`config.mk`:
```
export PLATFORM = sky130hd
export DESIGN_NAME = mem_stage_flat
export DESIGN_NICKNAME = d
export VERILOG_FILES = /design/src/rtl/mem_stage_pkg.sv /design/src/rtl/mem_stage_if.sv /design/src/rtl/mem_timeout_counter.sv /design/src/rtl/mem_stage.sv /design/src/flat_wrapper.sv
export SDC_FILE = /design/constraint.sdc
export NUM_CORES = 1
export LEC_CHECK = 0
export ABC_AREA = 1
export BUFFER_PORTS_ARGS = -buffer_cell sky130_fd_sc_hd__buf_2
export CAP_MARGIN = 30
export CORE_AREA = 5 5 133 97
export CTS_BUF_LIST = sky130_fd_sc_hd__clkbuf_16
export DETAILED_ROUTE_END_ITERATION = 7
export DIE_AREA = 0 0 138 102
export GPL_ROUTABILITY_DRIVEN = 0
export PLACE_DENSITY = 0.8
export SYNTH_ARGS = -nofsm -noshare
export SYNTH_HDL_FRONTEND = slang
export SYNTH_SLANG_ARGS = --single-unit
```
`constraint.sdc`:
```
create_clock -name clock -period 1.85 [get_ports clock]
set_input_delay 0.37 -clock clock [delete_from_list [all_inputs] [get_ports clock]]
set_output_delay 0.37 -clock clock [all_outputs]
set_load 0.03 [all_outputs]
```
`src/rtl/mem_stage_pkg.sv`:
```
// Shared pipeline constants: opcodes, MEM-stage FSM encoding and the word
// alignment mask used by the data-memory access path.
package mem_stage_pkg;

    localparam logic [5:0] OP_RTYPE = 6'h00;
    localparam logic [5:0] OP_BEQ   = 6'h04;
    localparam logic [5:0] OP_ADDI  = 6'h08;
    localparam logic [5:0] OP_LW    = 6'h23;
    localparam logic [5:0] OP_SW    = 6'h2B;

    typedef enum logic [0:0] {
        IDLE = 1'b0,
        WAIT = 1'b1
    } mem_state_e;

    localparam logic [1:0] ALIGN_MASK = 2'b11;

    function automatic logic is_word_aligned(input logic [31:0] addr);
        return ((addr[1:0] & ALIGN_MASK) == 2'b00);
    endfunction

endpackage

```
`src/rtl/mem_stage_if.sv`:
```
// Data-memory request/acknowledge bus between the MEM stage (master) and
// the data memory (slave).
interface mem_stage_if;

    logic        mem_req;
    logic        mem_we;
    logic [31:0] mem_addr;
    logic [31:0] mem_wdata;
    logic        mem_ack;
    logic [31:0] mem_rdata;

    modport master (
        output mem_req,
        output mem_we,
        output mem_addr,
        output mem_wdata,
        input  mem_ack,
        input  mem_rdata
    );

    modport slave (
        input  mem_req,
        input  mem_we,
        input  mem_addr,
        input  mem_wdata,
        output mem_ack,
        output mem_rdata
    );

endinterface

```
`src/rtl/mem_timeout_counter.sv`:
```
// Cycle counter for the MEM-stage wait state; terminal flags the last
// cycle allowed before the outstanding request is abandoned.
module mem_timeout_counter #(
    parameter int TIMEOUT = 255
) (
    input  logic clock,
    input  logic reset,
    input  logic clear,
    input  logic enable,
    output logic terminal
);

    localparam int CNT_W = $clog2(TIMEOUT + 1);

    logic [CNT_W-1:0] count_r;

    // Count register: clear has priority over enable.
    always_ff @(posedge clock) begin
        if (!reset) begin
            count_r <= {CNT_W{1'b0}};
        end else if (clear) begin
            count_r <= {CNT_W{1'b0}};
        end else if (enable) begin
            count_r <= count_r + CNT_W'(1);
        end else begin
            count_r <= count_r;
        end
    end

    assign terminal = (count_r == CNT_W'(TIMEOUT - 1));

endmodule

```
`src/rtl/mem_stage.sv`:
```
// MEM pipeline stage: forwards ALU results, issues word-aligned loads/stores
// to data memory, stalls upstream while waiting, and aborts on timeout.
module mem_stage
    import mem_stage_pkg::*;
#(
    parameter int TIMEOUT = 255
) (
    input  logic        clock,
    input  logic        reset,
    input  logic        ex_valid,
    input  logic [31:0] ex_alu_result,
    input  logic [31:0] ex_store_data,
    input  logic [4:0]  ex_write_reg,
    input  logic        ex_RegWrite,
    input  logic        ex_MemRead,
    input  logic        ex_MemWrite,
    input  logic        ex_MemToReg,
    mem_stage_if.master mem,
    output logic        stall,
    output logic        wb_valid,
    output logic        wb_RegWrite,
    output logic [4:0]  wb_write_reg,
    output logic [31:0] wb_write_data,
    output logic        err
);

    mem_state_e  state_r;
    mem_state_e  state_nxt_s;

    logic        req_r,          req_nxt_s;
    logic        we_r,           we_nxt_s;
    logic [31:0] addr_r,         addr_nxt_s;
    logic [31:0] wdata_r,        wdata_nxt_s;
    logic [4:0]  lat_wreg_r,     lat_wreg_nxt_s;
    logic        lat_regwrite_r, lat_regwrite_nxt_s;
    logic        lat_memtoreg_r, lat_memtoreg_nxt_s;

    logic        wb_valid_r,      wb_valid_nxt_s;
    logic        wb_regwrite_r,   wb_regwrite_nxt_s;
    logic [4:0]  wb_write_reg_r,  wb_write_reg_nxt_s;
    logic [31:0] wb_write_data_r, wb_write_data_nxt_s;
    logic        err_r,           err_nxt_s;

    logic        mem_op_s;
    logic        illegal_s;
    logic        cnt_clear_s;
    logic        cnt_enable_s;
    logic        terminal_s;

    // Exactly one access type is a memory op; both set, or a misaligned
    // access, is rejected without touching the bus.
    assign mem_op_s  = ex_MemRead ^ ex_MemWrite;
    assign illegal_s = (ex_MemRead & ex_MemWrite) |
                       ((ex_MemRead | ex_MemWrite) & ~is_word_aligned(ex_alu_result));

    assign cnt_clear_s  = (state_r != WAIT);
    assign cnt_enable_s = (state_r == WAIT) & ~mem.mem_ack & ~terminal_s;

    mem_timeout_counter #(
        .TIMEOUT (TIMEOUT)
    ) u_timeout (
        .clock    (clock),
        .reset    (reset),
        .clear    (cnt_clear_s),
        .enable   (cnt_enable_s),
        .terminal (terminal_s)
    );

    // Next-state and next-output logic for the IDLE/WAIT controller.
    always_comb begin
        state_nxt_s         = state_r;
        req_nxt_s           = req_r;
        we_nxt_s            = we_r;
        addr_nxt_s          = addr_r;
        wdata_nxt_s         = wdata_r;
        lat_wreg_nxt_s      = lat_wreg_r;
        lat_regwrite_nxt_s  = lat_regwrite_r;
        lat_memtoreg_nxt_s  = lat_memtoreg_r;
        wb_valid_nxt_s      = 1'b0;
        wb_regwrite_nxt_s   = 1'b0;
        wb_write_reg_nxt_s  = wb_write_reg_r;
        wb_write_data_nxt_s = wb_write_data_r;
        err_nxt_s           = err_r;

        case (state_r)
            IDLE: begin
                if (!ex_valid) begin
                    wb_valid_nxt_s = 1'b0;
                end else if (illegal_s) begin
                    err_nxt_s           = 1'b1;
                    wb_valid_nxt_s      = 1'b1;
                    wb_regwrite_nxt_s   = 1'b0;
                    wb_write_reg_nxt_s  = ex_write_reg;
                    wb_write_data_nxt_s = ex_alu_result;
                end else if (mem_op_s) begin
                    state_nxt_s        = WAIT;
                    req_nxt_s          = 1'b1;
                    we_nxt_s           = ex_MemWrite;
                    addr_nxt_s         = ex_alu_result;
                    wdata_nxt_s        = ex_store_data;
                    lat_wreg_nxt_s     = ex_write_reg;
                    lat_regwrite_nxt_s = ex_RegWrite;
                    lat_memtoreg_nxt_s = ex_MemToReg;
                end else begin
                    wb_valid_nxt_s      = 1'b1;
                    wb_regwrite_nxt_s   = ex_RegWrite;
                    wb_write_reg_nxt_s  = ex_write_reg;
                    wb_write_data_nxt_s = ex_alu_result;
                end
            end
            WAIT: begin
                // An ack landing on the terminal cycle still completes normally.
                if (mem.mem_ack) begin
                    state_nxt_s         = IDLE;
                    req_nxt_s           = 1'b0;
                    wb_valid_nxt_s      = 1'b1;
                    wb_regwrite_nxt_s   = lat_regwrite_r & ~we_r;
                    wb_write_reg_nxt_s  = lat_wreg_r;
                    wb_write_data_nxt_s = lat_memtoreg_r ? mem.mem_rdata : addr_r;
                end else if (terminal_s) begin
                    state_nxt_s         = IDLE;
                    req_nxt_s           = 1'b0;
                    err_nxt_s           = 1'b1;
                    wb_valid_nxt_s      = 1'b1;
                    wb_regwrite_nxt_s   = 1'b0;
                    wb_write_reg_nxt_s  = lat_wreg_r;
                    wb_write_data_nxt_s = addr_r;
                end else begin
                    state_nxt_s = WAIT;
                end
            end
            default: begin
                state_nxt_s = IDLE;
                req_nxt_s   = 1'b0;
            end
        endcase
    end

    // State and output registers; reset abandons any outstanding request.
    always_ff @(posedge clock) begin
        if (!reset) begin
            state_r         <= IDLE;
            req_r           <= 1'b0;
            we_r            <= 1'b0;
            addr_r          <= 32'h0000_0000;
            wdata_r         <= 32'h0000_0000;
            lat_wreg_r      <= 5'd0;
            lat_regwrite_r  <= 1'b0;
            lat_memtoreg_r  <= 1'b0;
            wb_valid_r      <= 1'b0;
            wb_regwrite_r   <= 1'b0;
            wb_write_reg_r  <= 5'd0;
            wb_write_data_r <= 32'h0000_0000;
            err_r           <= 1'b0;
        end else begin
            state_r         <= state_nxt_s;
            req_r           <= req_nxt_s;
            we_r            <= we_nxt_s;
            addr_r          <= addr_nxt_s;
            wdata_r         <= wdata_nxt_s;
            lat_wreg_r      <= lat_wreg_nxt_s;
            lat_regwrite_r  <= lat_regwrite_nxt_s;
            lat_memtoreg_r  <= lat_memtoreg_nxt_s;
            wb_valid_r      <= wb_valid_nxt_s;
            wb_regwrite_r   <= wb_regwrite_nxt_s;
            wb_write_reg_r  <= wb_write_reg_nxt_s;
            wb_write_data_r <= wb_write_data_nxt_s;
            err_r           <= err_nxt_s;
        end
    end

    assign stall         = (state_r == WAIT);
    assign mem.mem_req   = req_r;
    assign mem.mem_we    = we_r;
    assign mem.mem_addr  = addr_r;
    assign mem.mem_wdata = wdata_r;
    assign wb_valid      = wb_valid_r;
    assign wb_RegWrite   = wb_regwrite_r;
    assign wb_write_reg  = wb_write_reg_r;
    assign wb_write_data = wb_write_data_r;
    assign err           = err_r;

endmodule
```
`src/flat_wrapper.sv`:
```
// flat-port wrapper written by rule: the top's interface ports become plain ports
module mem_stage_flat import mem_stage_pkg::*;
#(
    parameter int TIMEOUT = 255
)
  (clock, reset, ex_valid, ex_alu_result, ex_store_data, ex_write_reg, ex_RegWrite, ex_MemRead, ex_MemWrite, ex_MemToReg, stall, wb_valid, wb_RegWrite, wb_write_reg, wb_write_data, err, mem_mem_req, mem_mem_we, mem_mem_addr, mem_mem_wdata, mem_mem_ack, mem_mem_rdata);
  mem_stage_if mem_i ();
  input  logic clock;
  input  logic reset;
  input  logic ex_valid;
  input  logic [31:0] ex_alu_result;
  input  logic [31:0] ex_store_data;
  input  logic [4:0] ex_write_reg;
  input  logic ex_RegWrite;
  input  logic ex_MemRead;
  input  logic ex_MemWrite;
  input  logic ex_MemToReg;
  output logic stall;
  output logic wb_valid;
  output logic wb_RegWrite;
  output logic [4:0] wb_write_reg;
  output logic [31:0] wb_write_data;
  output logic err;
  output wire logic [$bits(mem_i.mem_req)-1:0] mem_mem_req;
  output wire logic [$bits(mem_i.mem_we)-1:0] mem_mem_we;
  output wire logic [$bits(mem_i.mem_addr)-1:0] mem_mem_addr;
  output wire logic [$bits(mem_i.mem_wdata)-1:0] mem_mem_wdata;
  input wire logic [$bits(mem_i.mem_ack)-1:0] mem_mem_ack;
  input wire logic [$bits(mem_i.mem_rdata)-1:0] mem_mem_rdata;
  assign mem_mem_req = mem_i.mem_req;
  assign mem_mem_we = mem_i.mem_we;
  assign mem_mem_addr = mem_i.mem_addr;
  assign mem_mem_wdata = mem_i.mem_wdata;
  assign mem_i.mem_ack = mem_mem_ack;
  assign mem_i.mem_rdata = mem_mem_rdata;
  mem_stage #(.TIMEOUT(TIMEOUT)) u_core (.clock(clock), .reset(reset), .ex_valid(ex_valid), .ex_alu_result(ex_alu_result), .ex_store_data(ex_store_data), .ex_write_reg(ex_write_reg), .ex_RegWrite(ex_RegWrite), .ex_MemRead(ex_MemRead), .ex_MemWrite(ex_MemWrite), .ex_MemToReg(ex_MemToReg), .mem(mem_i), .stall(stall), .wb_valid(wb_valid), .wb_RegWrite(wb_RegWrite), .wb_write_reg(wb_write_reg), .wb_write_data(wb_write_data), .err(err));
endmodule
```
After elaboration in Yosys (flattened, before gate mapping). Cells that the tools add are included.

Memories kept: 0. Logic and storage cells: 85. Bits in latches: 0. Bits in writable memories: 0. Register bits: 122. Output and inout bits: 107. Input port bits: 109. Bits in read-only memories: 0.

Equal/unequal tests: 9. $lt $le $gt $ge: 0. Multipliers: 0. Reduce and logical (&&, ||, !) cells: 6. Div/mod/pow operators: 0. Muxes and demuxes: 41. Add/sub/neg operators: 1. Bitwise logic cells: 14. Shifts and indexed selects: 0.

Operators with widths (count): $mux 32 (6); $pmux 32 s2 (1); $mux 5 (5); $mux 1 (23); $reduce_and 4->1 (3); $pmux 1 s2 (5); $pmux 5 s2 (1); $add 8x1->8 const B (1); $eq 8x8->1 const B (1); $ne 2x2->1 const B (4); $ne 3x3->1 const B (2); $not 1->1 (6); $and 1x1->1 (5); $ne 2x1->1 const B (2); $reduce_and 3->1 (1); $logic_not 2->1 (1); $or 1x1->1 (2); $reduce_and 2->1 (1); $xor 1x1->1 (1).

Depth between registers and ports, before layout.
Word-level depth: 7. Mapped depth: 11. Gate-level depth less buffers: 11.

Hierarchy. Synthesis repeated with hierarchy kept, for this count alone.

Cell total of the unflattened synthesis: 850. Area total of the unflattened synthesis: 5609.1 um^2.

Modules (own cells, without submodules): mem_stage (times used 1, cells each 797, sequential area each 2282.2 um^2, area an instance 5233.8 um^2); mem_timeout_counter (times used 1, cells each 53, sequential area each 160.2 um^2, area an instance 375.4 um^2).

Least setup slack after synthesis. No wires, ideal clock.

Path type: input port to flip-flop. Start: input ex_MemRead. End: register u_core.wb_write_data_r[0] (netlist: u_core.wb_write_data[0]). Stages: 9. Required time: 1735 ps. Path buffers: 2. Arrival: 1422 ps. Library setup time: 115 ps. Slack: 313 ps. Cell sequence: inv_1 > ha_1 > o21bai_2 > nand3_1 > nand2_1 > buf_4 > buf_4 > a21oi_1 > nor2_1.

Word-level cells in the longest chain between the ends: 6. Elaborated cells on any way between the ends: 10. Those cells by class: eq/ne (1); mux (3); bitwise (5); reduce/logical (1).

RTL lines: from (decl) (RTL line flat_wrapper.sv:15) `input logic ex_MemRead;`; $or 1x1->1 (RTL line mem_stage.sv:54) `((ex_MemRead | ex_MemWrite) & ~is_word_aligned(ex_alu_result));`; $and 1x1->1 (RTL line mem_stage.sv:54); $or 1x1->1 (RTL line mem_stage.sv:53) `assign illegal_s = (ex_MemRead & ex_MemWrite) |`; $mux 32 (RTL line mem_stage.sv:89) `end else if (illegal_s) begin`; $mux 32 (RTL line mem_stage.sv:87) `if (!ex_valid) begin`; $pmux 32 s2 (RTL line mem_stage.sv:85) `case (state_r)`; to (signal assigned) (RTL line mem_stage.sv:167) `wb_write_data_r <= wb_write_data_nxt_s;`; to (decl) (RTL line mem_stage.sv:41) `logic [31:0] wb_write_data_r, wb_write_data_nxt_s;`.

Several ways; a longest one is shown, not always the timed one. The select of a mux whose other input is x is not followed. A chain may end at the register's enable or synchronous reset.

Worst setup path after layout.
Start: register u_core.u_timeout.count_r[0]. End: register u_core.wb_write_data_r[2] (netlist: u_core.wb_write_data[2]).

Word-level cells in the longest chain between the ends: 3.

RTL lines: from (decl) (RTL line mem_timeout_counter.sv:15) `logic [CNT_W-1:0] count_r;`; from (signal assigned) (RTL line mem_timeout_counter.sv:20) `count_r <= {CNT_W{1'b0}};`; from (signal assigned) (RTL line mem_timeout_counter.sv:22) `count_r <= {CNT_W{1'b0}};`; from (signal assigned) (RTL line mem_timeout_counter.sv:24) `count_r <= count_r + CNT_W'(1);`; $eq 8x8->1 (RTL line mem_timeout_counter.sv:30) `assign terminal = (count_r == CNT_W'(TIMEOUT - 1));`; $ne 3x3->1 (no line); $reduce_and 3->1 (no line).

No other way between the ends.

==> results by stage <==
Die:
- The die covers around 0.014 mm^2.
- The placement row count is 33.
- Once the floorplan was initialized, standard cells occupied between 40% and 50% of the core.
- The height of the chip is roughly 100 um.
- The floorplan die width is ~140 um.
- The placeable core region is 0.0115 mm^2.
- For this design the top-level I/O count stands at around 220.

Pwr:
- The completed layout was analyzed and its total power is between 7 and 8 mW.
- VDD sags by at most roughly 0.8 mV.
- In this run the power density over the cells is roughly 1000 mW/mm^2.
- Summed over all cells, the static leakage comes to ~3.5 nW.

Detailed routing:
- The remaining antenna violation count after routing is 0.
- In the routed design, unresolved DRC markers number 0.
- Using the TritonRoute via totals, the vias-per-cell ratio works out to between 5 and 6.
- The initial DRC count is between 200 and 300.
- Wires add up to around 17 mm.
- The number of vias after detailed routing is approximately 5.9k.
- The first detailed-routing pass took 5 iterations.
- The detailed-route wire length per cell is around 15 um.

Placement:
- Before CTS, the worst setup slack after placement is 0.104 ns.
- Once detailed placement completed, the half-perimeter wirelength came to roughly 12 mm.
- During placement, the flow inserted port buffers numbering about 220.
- The total placed cells including tap cells is 1118.
- The total placed instance area is just under 0.007 mm^2.

Clocking:
- The later pin in the worst-skew pair is clocked with a latency of 0.41 ns.
- In this run, post-CTS hold repair placed 0 buffers.
- Buffers inserted during clock tree synthesis total 17.
- The CTS clock-pin slew for the worst setup and hold paths is around 0.06 ns.
- The TritonCTS clock tree is yes.
- The clock passes through at most 2 buffers.
- The number of clock sinks seen by CTS is between 100 and 150.
- The level count of the clock H-tree is 4.
- The buffer cell driving the clock tree root is sky130_fd_sc_hd__clkbuf_16.
- Post-CTS timing repair inserted 0 buffers for setup.

Timing:
- The part of the cycle the worst path needs is 92.0%.
- The setup total negative slack is 0 ns.
- The post-layout worst setup margin is about 0.15 ns.
- Between clock sinks in the finished design, the worst skew comes to approximately 0.0068 ns.
- The headroom to the max-slew limit is between 40% and 50%.
- Timing would allow up to around 0.59 GHz.
- The number of max-slew violations in the final report is 0.
- The transition time of the tightest slew-check pin is about 0.78 ns.
- Setup repair after global routing left no endpoint under its margin.
- The number of failing setup endpoints in the final timing report is 0.
- The final-report hold violation count came to 0.
- Hold timing on the final database bottoms out at a slack of about 0.20 ns.
- After layout, the minimum clock period comes to ~1.7 ns.

Synthesis:
- The post-synthesis instance total is 783.
- After synthesis the cells add up to 0.00553 mm^2.
- Yosys mapped the design onto 24 distinct sky130hd cell types.
- Counting every net in the synthesized netlist gives between 800 and 900.
- After synthesis the netlist holds a flip-flop and latch count of roughly 120.
- After synthesis, the mean cell area works out to a little over 7 um^2.
- During synthesis, Yosys emitted a total of 0 warnings.
- After synthesis, flip-flops and latches occupy 44.2% of the total area.

Global routing:
- The largest net degree at the start of global routing is between 60 and 70.
- The number of antenna violations at the first check in global routing is 0.
- The global-route met2 utilization is about two fifths.
- The met1 track demand over resource in global routing is between 20 and 30%.
- The number of global-route vias before repair is ~5.5k.
- The total congestion overflow after global routing is 0.
- The global-route wire length before repair is approximately 27 mm.
- The global-route total usage across every layer is approximately a quarter.
- For this run, global-route usage on met3 was measured as 7.95%.
- The global routing stage identified its most utilized layer as met2.

Setup path:
- The cell family with the largest share of critical-path delay is simple AND/OR/NAND/NOR gates.
- Together, buffers and inverters on the worst path number 2.
- The critical path's largest stage delay is 0.36 ns.
- For the worst setup path, the data required time is roughly 2.2 ns.
- The worst-path cell with the longest stage delay is sky130_fd_sc_hd__dfxtp_1.
- The sort of element at the end of the critical path is a register.
- STA classifies the critical path startpoint as a register.
- For the worst setup path, the data arrival time is 2.00 ns.
- In this run the worst path has a maximum fanout of 17.
- The category of the most critical setup path is register to register.
- The cell repeated most along the worst path is sky130_fd_sc_hd__nand2_2.
- Walking the worst path, the cells encountered are inv_1, ha_1, nand2_1, nor2_1, nand2_2, nand2_2, nand2_2, buf_12, nand3b_1, nand2_1, nor2_1.

Job:
- The reported max-cap violation count is 0.

Cells and area:
- The final net count is 1093.
- Compared with the post-synthesis result, the final layout area differs by 34.0%.
- The total non-filler cell area in the finished layout is 0.00740 mm^2.
- The post-layout instance count excluding filler cells is ~1.2k.
- Cells fill about 64% of the core in the end.
- The layout cell share with drive strength beyond 1 is 28.2%.
- The number of antenna diodes in the final layout is 0.

Outcome:
- The run finished with clean final reports.

Min path:
- The worst hold-check path type is primary input to register.
[area by class of cell]
type | instances | area [um^2]
Multi-Input combinational cell | 548 | 2590
Tap cell | 157 | 196
Inverter | 55 | 206
Fill cell | 1059 | 4080
Timing Repair Buffer | 236 | 1360
Clock inverter | 15 | 179
Sequential cell | 122 | 2440
Clock buffer | 17 | 425
[kinds of logic after synthesis]
kind of cell	after synthesis	share of synthesized area, %
compound gates	243	22.2
simple gates	298	23.2
buf+inv	113	9.10
fa+ha+maj	4	0.906
xor+xnor	3	0.476
flops	122	44.2
[routing by layer]
layer | part of all wire, % | wire (um)
met3 | 9.4 | 1600
met2 | 46 | 7770
met1 | 44 | 7500
met4 | 1.0 | 172
met5 | 0 | 0
[what timing repair did]
| item | CTS | global route |
|---|---|---|
| endpoints found under the setup margin | 0 | 4 |
| gates resized for setup | 0 | 1 |
| endpoints found under the hold margin | 0 | 0 |
[synthesized netlist by cell type]
cell type	n	area [um^2]
sky130_fd_sc_hd__nand2_1	199	747
sky130_fd_sc_hd__a21oi_1	144	721
sky130_fd_sc_hd__dfxtp_1	122	2440
sky130_fd_sc_hd__o21ai_0	97	485
sky130_fd_sc_hd__inv_1	51	191
sky130_fd_sc_hd__nor2_1	51	191
sky130_fd_sc_hd__nand3b_1	33	248
sky130_fd_sc_hd__clkbuf_1	25	93.8
sky130_fd_sc_hd__buf_2	24	120
sky130_fd_sc_hd__buf_4	5	37.5
sky130_fd_sc_hd__nand3_1	5	25.0
sky130_fd_sc_hd__buf_6	4	45.0
sky130_fd_sc_hd__ha_1	4	50.1
sky130_fd_sc_hd__inv_2	4	15.0
sky130_fd_sc_hd__nand2_2	3	18.8
sky130_fd_sc_hd__nand4_1	3	18.8
sky130_fd_sc_hd__xor2_1	2	17.5
sky130_fd_sc_hd__nand4_2	1	12.5
sky130_fd_sc_hd__nor2_2	1	6.26
sky130_fd_sc_hd__nor3_1	1	5.00
sky130_fd_sc_hd__nor3b_1	1	7.51
sky130_fd_sc_hd__o211ai_1	1	7.51
sky130_fd_sc_hd__o21bai_2	1	11.3
sky130_fd_sc_hd__xnor2_1	1	8.76
[worst reg2reg max path, stage by stage (launching register included)]
cell and delay [ns]:
sky130_fd_sc_hd__dfxtp_1 0.36, sky130_fd_sc_hd__inv_1 0.08, sky130_fd_sc_hd__ha_1 0.20, sky130_fd_sc_hd__nand2_1 0.06
sky130_fd_sc_hd__nor2_1 0.04, sky130_fd_sc_hd__nand2_2 0.10, sky130_fd_sc_hd__nand2_2 0.08, sky130_fd_sc_hd__nand2_2 0.25
sky130_fd_sc_hd__buf_12 0.19, sky130_fd_sc_hd__nand3b_1 0.10, sky130_fd_sc_hd__nand2_1 0.08, sky130_fd_sc_hd__nor2_1 0.05
[layout by cell type (no fill, tap or decap), types with 2 or more instances in the layout]
cell and count:
sky130_fd_sc_hd__inv_1 51, sky130_fd_sc_hd__inv_8 3, sky130_fd_sc_hd__nand3b_1 33, sky130_fd_sc_hd__clkinv_4 2, sky130_fd_sc_hd__clkinvlp_4 2, sky130_fd_sc_hd__a21oi_1 144
sky130_fd_sc_hd__buf_4 11, sky130_fd_sc_hd__o21ai_0 97, sky130_fd_sc_hd__buf_12 10, sky130_fd_sc_hd__ha_1 4, sky130_fd_sc_hd__buf_2 215, sky130_fd_sc_hd__dfxtp_1 122
sky130_fd_sc_hd__inv_2 4, sky130_fd_sc_hd__nor2_1 51, sky130_fd_sc_hd__nand4_1 3, sky130_fd_sc_hd__clkbuf_16 17, sky130_fd_sc_hd__bufinv_16 2, sky130_fd_sc_hd__nand2_1 197
sky130_fd_sc_hd__inv_6 6, sky130_fd_sc_hd__nand2_2 5, sky130_fd_sc_hd__xor2_1 2, sky130_fd_sc_hd__nand3_1 5
[report_power, final]
group          internal [mW]  switching (mW)  leakage (nW)
clock                   2.04            1.36         0.292
combinational          0.422           0.790          2.23
sequential              2.78          0.0868         0.997
total                   5.25            2.23          3.51
[path summary, 6_finish.rpt]
| path | from | endpoint | slack (ns) | cells past startpoint |
|---|---|---|---|---|
| worst min-delay path | ex_store_data[16] | u_core.mem.mem_wdata[16] | 0.20 | 3 |
| worst max-delay path | u_core.u_timeout.count_r[0] | u_core.wb_write_data[2] | 0.15 | 11 |
| worst max register to register | u_core.u_timeout.count_r[0] | u_core.wb_write_data[2] | 0.15 | 11 |
| worst min register to register | u_core.err | u_core.err | 0.45 | 2 |
Power figures use the tool's default switching activity.
